## config.mk

```make
export PLATFORM = sky130hd
export DESIGN_NAME = text_write_scheduler
export DESIGN_NICKNAME = d
export VERILOG_FILES = /design/src/rtl/text_pkg.sv /design/src/rtl/write_fifo.sv /design/src/rtl/text_write_scheduler.sv
export SDC_FILE = /design/constraint.sdc
export NUM_CORES = 1
export LEC_CHECK = 0
export ABC_AREA = 1
export BUFFER_PORTS_ARGS = -buffer_cell sky130_fd_sc_hd__buf_2
export CAP_MARGIN = 5
export CELL_PAD_IN_SITES_DETAIL_PLACEMENT = 1
export CELL_PAD_IN_SITES_GLOBAL_PLACEMENT = 1
export CORE_MARGIN = 5
export CORE_UTILIZATION = 45
export DETAILED_ROUTE_END_ITERATION = 10
export PLACE_DENSITY_LB_ADDON = 0.1
export SYNTH_ARGS = -nofsm -noshare
export SYNTH_HDL_FRONTEND = slang
export SYNTH_HIERARCHICAL = 1
export SYNTH_SLANG_ARGS = --single-unit
```

## constraint.sdc

```tcl
create_clock -name cpu_clk -period 6.9 [get_ports cpu_clk]
set_input_delay 0.69 -clock cpu_clk [delete_from_list [all_inputs] [get_ports cpu_clk]]
set_output_delay 0.69 -clock cpu_clk [all_outputs]
set_load 0.03 [all_outputs]
```

## src/rtl/text_pkg.sv

```systemverilog
// Shared types and constants for the text-mode write scheduler.
// Holds the FSM state encoding and the standard screen sizes.
package text_pkg;

  typedef enum logic [1:0] {
    IDLE,
    DRAIN,
    FILL
  } state_t;

  localparam int TEXT_CELLS_1080 = 16080;
  localparam int TEXT_CELLS_480  = 2400;

endpackage

```

## src/rtl/write_fifo.sv

```systemverilog
// Write queue for CPU character-cell writes.
// First-word-fall-through: rdata shows the head entry whenever empty is low.
module write_fifo #(
  parameter int DEPTH = 16,
  parameter int WIDTH = 32,
  parameter int CNT_W = $clog2(DEPTH + 1)
) (
  input  logic             clk,
  input  logic             rst,
  input  logic             push,
  input  logic             pop,
  input  logic [WIDTH-1:0] wdata,
  output logic [WIDTH-1:0] rdata,
  output logic [CNT_W-1:0] count,
  output logic             full,
  output logic             empty
);

  localparam int AW = $clog2(DEPTH);

  logic [WIDTH-1:0] mem [DEPTH];
  logic [AW-1:0]    wr_ptr;
  logic [AW-1:0]    rd_ptr;
  logic             push_ok;
  logic             pop_ok;

  assign full    = (count == CNT_W'(DEPTH));
  assign empty   = (count == '0);
  assign push_ok = push & ~full;
  assign pop_ok  = pop & ~empty;
  assign rdata   = mem[rd_ptr];

  // Pointer and occupancy bookkeeping; pointers wrap naturally.
  always_ff @(posedge clk) begin
    if (rst) begin
      wr_ptr <= '0;
      rd_ptr <= '0;
      count  <= '0;
    end else begin
      if (push_ok) wr_ptr <= wr_ptr + 1'b1;
      if (pop_ok)  rd_ptr <= rd_ptr + 1'b1;
      unique case ({push_ok, pop_ok})
        2'b10:   count <= count + 1'b1;
        2'b01:   count <= count - 1'b1;
        default: count <= count;
      endcase
    end
  end

  // Storage array; contents are don't-care until written.
  always_ff @(posedge clk) begin
    if (push_ok) mem[wr_ptr] <= wdata;
  end

endmodule

```

## src/rtl/text_write_scheduler.sv

```systemverilog
// Schedules CPU writes and screen fills into the character RAM,
// optionally restricted to vertical blank.
module text_write_scheduler
  import text_pkg::*;
#(
  parameter int DEPTH      = 16,
  parameter int TEXT_CELLS = TEXT_CELLS_1080,
  parameter int CNT_W      = $clog2(DEPTH + 1)
) (
  input  logic             cpu_clk,
  input  logic             rst_p,
  input  logic             req_valid,
  output logic             req_ready,
  input  logic [15:0]      req_addr,
  input  logic [15:0]      req_data,
  input  logic             fill_start,
  input  logic [15:0]      fill_data,
  output logic             fill_busy,
  input  logic             vblank_async,
  input  logic             immediate,
  output logic             ram_we,
  output logic [15:0]      ram_addr,
  output logic [15:0]      ram_data,
  output logic [CNT_W-1:0] pending,
  output logic             overflow
);

  localparam logic [15:0] LAST = 16'(TEXT_CELLS - 1);

  state_t      state;
  logic        vb_m;
  logic        vb_s;
  logic        gate;
  logic        push;
  logic        pop;
  logic        full;
  logic        empty;
  logic [31:0] head;
  logic [15:0] fill_cnt;
  logic [15:0] fill_word;

  assign gate      = immediate | vb_s;
  assign req_ready = ~full;
  assign push      = req_valid & req_ready;

  write_fifo #(
    .DEPTH (DEPTH),
    .WIDTH (32),
    .CNT_W (CNT_W)
  ) u_fifo (
    .clk   (cpu_clk),
    .rst   (rst_p),
    .push  (push),
    .pop   (pop),
    .wdata ({req_addr, req_data}),
    .rdata (head),
    .count (pending),
    .full  (full),
    .empty (empty)
  );

  // Bring vertical blank into the CPU clock domain.
  always_ff @(posedge cpu_clk) begin
    if (rst_p) begin
      vb_m <= 1'b0;
      vb_s <= 1'b0;
    end else begin
      vb_m <= vblank_async;
      vb_s <= vb_m;
    end
  end

  // Sticky record of any request refused because the queue was full.
  always_ff @(posedge cpu_clk) begin
    if (rst_p)                       overflow <= 1'b0;
    else if (req_valid & ~req_ready) overflow <= 1'b1;
  end

  // Pop the head when IDLE/DRAIN may write; a fill request wins in IDLE.
  always_comb begin
    pop = 1'b0;
    unique case (state)
      IDLE:    pop = ~fill_start & gate & ~empty;
      DRAIN:   pop = gate & ~empty;
      default: pop = 1'b0;
    endcase
  end

  // Main sequencer; the first pop is taken on the IDLE->DRAIN edge
  // so a queued write reaches the RAM two cycles after acceptance.
  always_ff @(posedge cpu_clk) begin
    if (rst_p) begin
      state     <= IDLE;
      fill_cnt  <= '0;
      fill_word <= '0;
      fill_busy <= 1'b0;
      ram_we    <= 1'b0;
      ram_addr  <= '0;
      ram_data  <= '0;
    end else begin
      ram_we <= 1'b0;
      unique case (state)
        IDLE: begin
          if (fill_start) begin
            state     <= FILL;
            fill_busy <= 1'b1;
            fill_word <= fill_data;
            fill_cnt  <= '0;
          end else if (pop) begin
            state    <= DRAIN;
            ram_we   <= 1'b1;
            ram_addr <= head[31:16];
            ram_data <= head[15:0];
          end
        end
        DRAIN: begin
          if (pop) begin
            ram_we   <= 1'b1;
            ram_addr <= head[31:16];
            ram_data <= head[15:0];
          end else begin
            state <= IDLE;
          end
        end
        FILL: begin
          if (gate) begin
            ram_we   <= 1'b1;
            ram_addr <= fill_cnt;
            ram_data <= fill_word;
            if (fill_cnt == LAST) begin
              state     <= IDLE;
              fill_busy <= 1'b0;
              fill_cnt  <= '0;
            end else begin
              fill_cnt <= fill_cnt + 1'b1;
            end
          end
        end
        default: begin
          state     <= IDLE;
          fill_busy <= 1'b0;
        end
      endcase
    end
  end

endmodule
```

==> results of run 1 <==
## per-stage QoR
| stage | util | setup slack (ps) | total power, mW | hold slack [ps] |
|---|---|---|---|---|
| finish | 0.512 | 3760 | 9.79 | 311 |
| global route | 0.511 | 3520 | 10.3 | 303 |
| CTS | 0.511 | 3800 | 9.88 | 281 |
| detailed placement | 0.473 | 3810 | 6.46 | 402 |
| global placement | 0.473 | 3850 | 6.41 | 394 |
| floorplan | - | 3780 | 5.86 | 388 |
## layout make-up
type | count | area (um2)
Fill cell | 5477 | 26300
Tap cell | 696 | 871
Clock inverter | 27 | 254
Multi-Input combinational cell | 1042 | 6070
Timing Repair Buffer | 120 | 691
Inverter | 196 | 741
Sequential cell | 600 | 17100
Antenna cell | 1 | 2.50
Clock buffer | 90 | 1810
## state kept, by name, indices dropped and copies added, names as in the netlist, 2 cells and up, named ones only
| register | cells |
|---|---|
| ram_addr | 16 |
| state | 2 |
| ram_data | 16 |
| u_fifo/count | 5 |
| fill_word | 16 |
| u_fifo/rd_ptr | 4 |
| u_fifo/mem | 512 |
| fill_cnt | 16 |
| u_fifo/wr_ptr | 4 |
## final timing paths
check | start | to | slack (ps)
min reg2reg | vb_m$_SDFF_PP0_ | vb_s$_SDFF_PP0_ | 410
max reg2reg | flip-flop | ram_data[10]$_SDFFE_PP0P_ | 3760
min | vblank_async | vb_m$_SDFF_PP0_ | 310
max | flip-flop | ram_data[10]$_SDFFE_PP0P_ | 3760
## where the power goes
group          leakage, nW  internal (mW)  switching (mW)  total, mW
Clock                0.999           2.02            1.39       3.41
Sequential            5.35           4.16           0.206       4.37
Combinational         3.22          0.633            1.38       2.01
## routing by layer
layer | global-route usage | part of all wire
met3 | 0.0396 | 0.056
met4 | 0.0503 | 0.020
met1 | 0.323 | 0.45
met5 | 0 | 0.00013
met2 | 0.367 | 0.47
## cell families (layout without fill, tap and decap cells)
group / Yosys count / after routing
xor gates and xnor gates: 8 / 8
and+or+nand+nor: 371 / 371
adders and majority gates: 9 / 9
buffers and inverters: 310 / 433
muxes: 128 / 128
DFF: 600 / 600
other: 0 / 1
AOI/OAI and AO/OA: 526 / 526
## cells in the final DEF (no fill, tap or decap), types with 4 or more instances in the layout
cell type / instances
sky130_fd_sc_hd__a21oi_1: 154
sky130_fd_sc_hd__buf_2: 94
sky130_fd_sc_hd__buf_4: 24
sky130_fd_sc_hd__bufinv_16: 5
sky130_fd_sc_hd__clkbuf_1: 21
sky130_fd_sc_hd__clkbuf_16: 69
sky130_fd_sc_hd__clkinv_1: 13
sky130_fd_sc_hd__clkinv_2: 6
sky130_fd_sc_hd__dfxtp_1: 84
sky130_fd_sc_hd__edfxtp_1: 512
sky130_fd_sc_hd__ha_1: 9
sky130_fd_sc_hd__inv_1: 185
sky130_fd_sc_hd__inv_2: 10
sky130_fd_sc_hd__mux2i_1: 128
sky130_fd_sc_hd__nand2_1: 148
sky130_fd_sc_hd__nand2_2: 4
sky130_fd_sc_hd__nand3_1: 53
sky130_fd_sc_hd__nand4_1: 9
sky130_fd_sc_hd__nor2_1: 132
sky130_fd_sc_hd__nor2_4: 19
sky130_fd_sc_hd__nor3_1: 5
sky130_fd_sc_hd__o211ai_1: 128
sky130_fd_sc_hd__o21ai_0: 160
sky130_fd_sc_hd__o21ai_1: 81
sky130_fd_sc_hd__xor2_1: 8
## worst max-delay path, cell delays in order (launching register included)
cell                       delay (ps)
sky130_fd_sc_hd__dfxtp_4         1030
sky130_fd_sc_hd__buf_12           580
sky130_fd_sc_hd__a21oi_1          160
sky130_fd_sc_hd__o21ai_0          120
sky130_fd_sc_hd__o21ai_0          160
sky130_fd_sc_hd__o211ai_1         260
sky130_fd_sc_hd__nand2_1           80
sky130_fd_sc_hd__nand2_1          130
sky130_fd_sc_hd__o21ai_1           80
sky130_fd_sc_hd__o21ai_1          170
sky130_fd_sc_hd__nor2_1            50
## Yosys cell counts
library cell / count / area share
sky130_fd_sc_hd__edfxtp_1: 512 / 0.63
sky130_fd_sc_hd__inv_1: 185 / 0.028
sky130_fd_sc_hd__o21ai_0: 160 / 0.033
sky130_fd_sc_hd__a21oi_1: 154 / 0.031
sky130_fd_sc_hd__nand2_1: 148 / 0.023
sky130_fd_sc_hd__nor2_1: 148 / 0.023
sky130_fd_sc_hd__mux2i_1: 128 / 0.052
sky130_fd_sc_hd__o211ai_1: 128 / 0.039
sky130_fd_sc_hd__dfxtp_1: 88 / 0.072
sky130_fd_sc_hd__o21ai_1: 81 / 0.016
sky130_fd_sc_hd__nand3_1: 53 / 0.011
sky130_fd_sc_hd__clkbuf_1: 52 / 0.0079
sky130_fd_sc_hd__buf_2: 21 / 0.0043
sky130_fd_sc_hd__buf_4: 13 / 0.0040
sky130_fd_sc_hd__buf_6: 11 / 0.0050
sky130_fd_sc_hd__inv_2: 10 / 0.0015
sky130_fd_sc_hd__ha_1: 9 / 0.0046
sky130_fd_sc_hd__nand4_1: 9 / 0.0023
sky130_fd_sc_hd__buf_12: 8 / 0.0065
sky130_fd_sc_hd__xor2_1: 8 / 0.0029
sky130_fd_sc_hd__buf_1: 5 / 0.00076
sky130_fd_sc_hd__nor3_1: 5 / 0.0010
sky130_fd_sc_hd__buf_8: 4 / 0.0024
sky130_fd_sc_hd__nand2_2: 4 / 0.0010
sky130_fd_sc_hd__nor2_4: 3 / 0.0014
sky130_fd_sc_hd__a21oi_2: 1 / 0.00036
sky130_fd_sc_hd__a31o_2: 1 / 0.00036
sky130_fd_sc_hd__clkinv_1: 1 / 0.00015
sky130_fd_sc_hd__nor2_2: 1 / 0.00025
sky130_fd_sc_hd__o22ai_1: 1 / 0.00025
==> impl_summary.md, run 1 <==
Clocking
The setup fix buffers added after clock tree synthesis is 0. TritonCTS created 67 clock buffers. The H-tree depth is 3. The TritonCTS clock tree is yes. The clock edge transition at the registers on the reported setup and hold paths is about 60 ps.

The clock tree buffer depth is 3. The count of clock tree sinks is 600. For this design, the CTS-stage hold fixing added 0 buffers. The clock latency reported for the late side of the worst-skew pair is approximately 590 ps. The clock root buffer is sky130_fd_sc_hd__clkbuf_16. The number of gates resized after CTS was 0.

Placement
The quantity of I/O buffers inserted on ports is 94. The congestion estimate from routability-driven global placement came to about 0.74. The post-place instance area is 25500 um2. The placed cell count is around 2700.

The HPWL reported at the end of detailed placement is 37000 um.

Setup path
The worst register-to-register path has a depth of 10. The type of the setup path with the least slack is reg2reg. Of all nets on the critical path, the largest fanout is ~140. STA puts the critical path data required time at 7380 ps.

The worst setup path is launched from a flip-flop. The kind of end point of the critical path is a flip-flop. The worst endpoint data arrival time is 3620 ps.

Synthesis
The area of the mapped netlist is between 20000 and 25000 um2. The Yosys warning count is 6. Of the total synthesized cell area, the portion taken by XOR and XNOR cells is 0.00285. The proportion of synthesized chip area in sequential cells is 0.697.

After synthesis, the mean cell area works out to between 10 and 15 um2. The register bit count reported by yosys is 600. The number of distinct library cells after synthesis is 30. Of the total synthesized cell area, the portion taken by full adders, half adders and majority gates is 0.00458. After synthesis, the largest family of logic cells by area is compound AO/OA/AOI/OAI gates. The compound-gate portion of the synthesized area is 0.120. The synthesized instance count is a little under 2000.

The multiplexer share of the synthesized area is 0.0521. Counting every net in the synthesized netlist gives between 2000 and 2500. The simple logic cell fraction of the synthesized area is 0.0619.

STA
The number of setup violations in the final report is 0. The worst path needs about 3100 ps of the cycle, external delays included. For this run, the top clock speed supported by timing is about 320 MHz. In the final timing run, aggregate negative setup slack is 0 ps. The count of pins over their slew limit came to 0. The final-report hold violation count is 0. Setup repair after global routing left no endpoint under its margin. The transition time of the tightest slew-check pin is approximately 1100 ps. The final clock skew is ~15 ps. Of the available clock period, the critical path in the final layout requires 0.455.

The worst max-slew margin expressed relative to the limit is 0.270.

Floorplanning
The horizontal extent of the die is between 200 and 250 um. The die covers between 50000 and 60000 um2. For this design the top-level I/O count stands at 95.

The die boundary height is 244 um. The core area is 53900 um2. For this configuration, the core starts out at a cell density of 0.456.

The number of rows in the core area is 85.

Power
Power spread over the standard cell area amounts to around 350 nW/um2. For this design the static power due to leakage is 9.57 nW. The worst supply voltage drop on vdd is between 0.15 and 0.2 mV.

Layout
The number of nets in the finished design is between 2000 and 2500. The post-route cell area is 27600 um2. The fraction of layout instances using a drive strength above 1 is 0.118. Relative to the synthesized area, the layout overhead comes to 12.2%.

The post-layout instance count excluding filler cells is ~2800.

GRT
The via count of the first global-routing pass is 15900. Entering global routing, the biggest net connects 163 pins. The global-route total usage across every layer is 0.226.

The overall overflow remaining after global route is 0. The wire length of the first global-routing pass is 102000 um. The number of antenna violations at the first check in global routing came to 2.

Detailed routing
The detailed-route DRC error count is 0. The initial detailed-routing violation count is roughly 1200. The routed length per placed instance is around 25 um. In this run the remaining antenna-violating nets after routing total 0. The total number of vias is roughly 16000. Dividing the detail-routed via count by the number of cells gives roughly 5.6. The final routed wirelength across all metal layers is between 60000 and 70000 um. The first detailed-routing pass ran for 5 iterations.

Min path
In this run the worst hold path is classified as in2reg. Counting instances, the worst hold path has a depth of 3.

Flow run
Max-cap violations in this run came to 0.

Outcome
The run finished with clean final reports.
Power figures use the tool's default switching activity.
==> inputs of run 2 (changes only) <==
==> constraint.sdc (replaced) <==
create_clock -name cpu_clk -period 2.7 [get_ports cpu_clk]
set_input_delay 0.27 -clock cpu_clk [delete_from_list [all_inputs] [get_ports cpu_clk]]
set_output_delay 0.27 -clock cpu_clk [all_outputs]
set_load 0.03 [all_outputs]
==> run 2 against run 1 <==
  * Clock skew fell by 2.8 ps
  * Flip-flop and latch count unchanged
  * Final cell count increased by 1.4%
  * Sequential share of layout area is 1.5 points lower
  * Critical endpoint is now ram_data[12]$_SDFFE_PP0P_
  * Via count is 1.8% lower
==> impl_summary.md, run 2 (synthesis results as in run 1) <==
Clocking
The clock edge transition at the registers on the reported setup and hold paths is 60 ps (about the same). The TritonCTS clock tree is yes. The count of clock tree sinks is 600 (unchanged).

The number of CTS-inserted buffers is 67 (unchanged). The tree is rooted in a sky130_fd_sc_hd__clkbuf_16. The clock tree buffer depth was 3 (unchanged). The clock latency reported for the late side of the worst-skew pair is 590 ps (about the same). The H-tree depth came to 3 (unchanged).

Setup path
The length in cells of the worst reg-to-reg path is 10 (unchanged). The worst endpoint data arrival time is 2840 ps (-780 ps). The maximum net fanout on the critical path is 34 (-75%).

The origin of the critical flop-to-flop path is u_fifo/count[0]$_SDFFE_PP0P_. The setup slack of the worst register-to-register path is 330 ps (-3430 ps). STA classifies the critical path endpoint as a flip-flop. The category of the worst setup path launch point is a flip-flop. The end of the worst register-to-register path is ram_data[12]$_SDFFE_PP0P_.

The data required time of the worst path is 3170 ps (-4210 ps). The type of the setup path with the least slack is reg2reg.

GRT
The global-route total usage across every layer is 0.205 (-0.0210). The maximum number of pins on one net before global-route repair is 80 (-51%). The wire length of the first global-routing pass was 94500 um (-7.2%).

The number of antenna violations at the first check in global routing was 3 (+1). The overall overflow remaining after global route is 0 (unchanged). The via count of the first global-routing pass is 15700 (-0.97%).

Layout
The fraction of layout instances using a drive strength above 1 is 0.133 (+0.0153). The multi-input gate area in the final layout is 6100 um2 (+0.45%). The flip-flop and latch area is 17200 um2 (about the same). The top cell types in the final layout, fill and taps aside, are sky130_fd_sc_hd__edfxtp_1 (512), sky130_fd_sc_hd__inv_1 (185), sky130_fd_sc_hd__o21ai_0 (160). u_fifo/mem holds more flip-flops than any other register.

The final-layout fill cell count is 5437 (-0.73%). The number of nets in the finished design was 2127 (+1.8%). The number of flip-flops under the largest register name was 512 (unchanged). The synthesis-to-finish area growth is 15.0%. The library cell used most frequently in the layout, excluding fill and tap cells, is sky130_fd_sc_hd__edfxtp_1.

Placement
The HPWL reported at the end of detailed placement is 35100 um (-5.1%). The post-placement setup slack was 131 ps (-3680 ps). The quantity of I/O buffers inserted on ports is 94 (unchanged). The final RePlAce weighted congestion is 0.772 (+3.8%).

Power
The fraction of power spent switching nets is 0.301 (-0.00238). The total power per unit cell area came to 893 nW/um2 (+150%). The leakage component of the power is 9.84 nW (+2.8%). The proportion of power drawn by flip-flops and latches is 0.433 (-0.013). The share of total power in the clock network is 0.345 (-0.003). The total net switching power is 7.60 mW (+160%). The internal power summed over all cells is 17.6 mW (+160%). The worst supply voltage drop on vdd is 0.493 mV (+200%). The part of the total power dissipated in combinational logic is 0.222 (+0.017).

STA
The worst slack on hold paths is 23.1 ps (-288 ps). The final setup slack of the worst path is 329 ps (-3430 ps). The final clock skew came to 11.8 ps (-2.85 ps). The maximum clock frequency is 422 MHz (+32%). The final critical path time including I/O delays and setup came to 2370 ps (-770 ps).

The worst max-slew margin expressed relative to the limit is 0.475 (+0.205). The number of setup violations in the final report is 0 (unchanged). The share of the clock period used by the worst path after layout is 0.878 (+0.423). The transition time of the tightest slew-check pin came to 786 ps (-309 ps). The final-report hold violation count is 0 (unchanged). The count of pins over their slew limit is 0 (unchanged).

Detailed routing
The initial detailed-routing violation count is 903 (-22%). The final routed wirelength across all metal layers came to 61500 um (-9.5%). The detailed-route DRC error count is 0 (unchanged). The total number of vias is 15400 (-1.8%). The first-pass detailed-route iteration total is 5 (unchanged).

The average via count per standard cell is 5.46 (-3.2%). The residual antenna-violating net count after detailed routing was 0 (unchanged). The routed length per placed instance came to 21.9 um (-11%).

Min path
The class of the worst hold path is in2reg. The worst hold path endpoint is fill_word[14]$_SDFFE_PP0P_. In this run the most critical hold path is launched from fill_data[14]. The cell depth of the worst min-delay path is 3 (unchanged).

Floorplanning
The core area is 53900 um2 (unchanged). The die outline area is 59400 um2 (unchanged). The number of ports placed on the die boundary is 95 (unchanged). The initial standard-cell utilization of the core is 0.456 (unchanged). The horizontal extent of the die came to 244 um (unchanged). The number of rows in the core area is 85 (unchanged).

The die boundary height is 244 um (unchanged).

Flow run
The number of max-cap violations came to 0 (unchanged).

Outcome
The flow ran to the end, and the final reports show no timing, DRC or antenna violations.
[run 2: critical path, cell delays in order (launching register included)]
cell and delay, ps:
sky130_fd_sc_hd__dfxtp_2 340, sky130_fd_sc_hd__nor2_1 160, sky130_fd_sc_hd__nand3_1 120, sky130_fd_sc_hd__inv_1 70
sky130_fd_sc_hd__nor2_1 40, sky130_fd_sc_hd__nand3_1 110, sky130_fd_sc_hd__inv_2 60, sky130_fd_sc_hd__nor2_4 600
sky130_fd_sc_hd__inv_2 460, sky130_fd_sc_hd__nor2_1 210, sky130_fd_sc_hd__nor2_1 60
[run 2: area by class of cell]
cell class,count,area share
Antenna cell,2,0.000177
Clock buffer,89,0.0648
Clock inverter,30,0.00890
Inverter,196,0.0262
Multi-Input combinational cell,1042,0.216
Sequential cell,600,0.607
Tap cell,696,0.0308
Timing Repair Buffer,157,0.0465
[run 2: what timing repair did]
action | 4_1_cts | 5_1_grt
endpoints found under the setup margin | 0 | 3
setup buffers | 0 | 2
gates resized for setup | 0 | 7
endpoints found under the hold margin | 13 | 0
hold buffers | 13 | 0
[run 2: how the worst max path moves through the flow]
stage	start	end	slack, ps	depth (start not counted)
finish	u_fifo/count[0]$_SDFFE_PP0P_	ram_data[12]$_SDFFE_PP0P_	330	10
global route	u_fifo/count[3]$_SDFFE_PP0P_	u_fifo/count[4]$_SDFFE_PP0P_	-20	18
CTS	u_fifo/count[0]$_SDFFE_PP0P_	u_fifo/count[4]$_SDFFE_PP0P_	100	18
detailed placement	u_fifo/count[1]$_SDFFE_PP0P_	u_fifo/count[4]$_SDFFE_PP0P_	130	18
global placement	u_fifo/count[1]$_SDFFE_PP0P_	u_fifo/count[4]$_SDFFE_PP0P_	270	18
floorplan	u_fifo/count[2]$_SDFFE_PP0P_	u_fifo/mem[11][0]$_DFFE_PP_	-420	8
[run 2: power by group through the flow]
stage               clock, mW  sequential [mW]  combinational (mW)
finish                   8.70             10.9                5.60
global route             9.36             11.0                6.19
CTS                      8.92             10.9                5.62
detailed placement          0             11.1                5.56
global placement            0             11.1                5.43
floorplan                   0             11.4                3.60
[run 2: stage by stage]
stage	util	area, um2	TNS, ps	power, mW	instances
floorplan	-	24600	-171160	15.0	1952
global placement	0.482	26000	0	16.5	2676
detailed placement	0.482	26000	0	16.7	2676
CTS	0.523	28200	0	25.5	2808
global route	0.524	28300	-22.0	26.5	2811
finish	0.524	28300	0	25.2	2812
[run 2: routing by layer]
metal  vias to the layer above  global-route usage  share of wire
met5                         -                   0        0.00021
li1                       7240                   -              -
met2                       242               0.344           0.49
met1                      7800               0.285           0.46
met4                         2              0.0440          0.017
met3                        78              0.0342          0.037
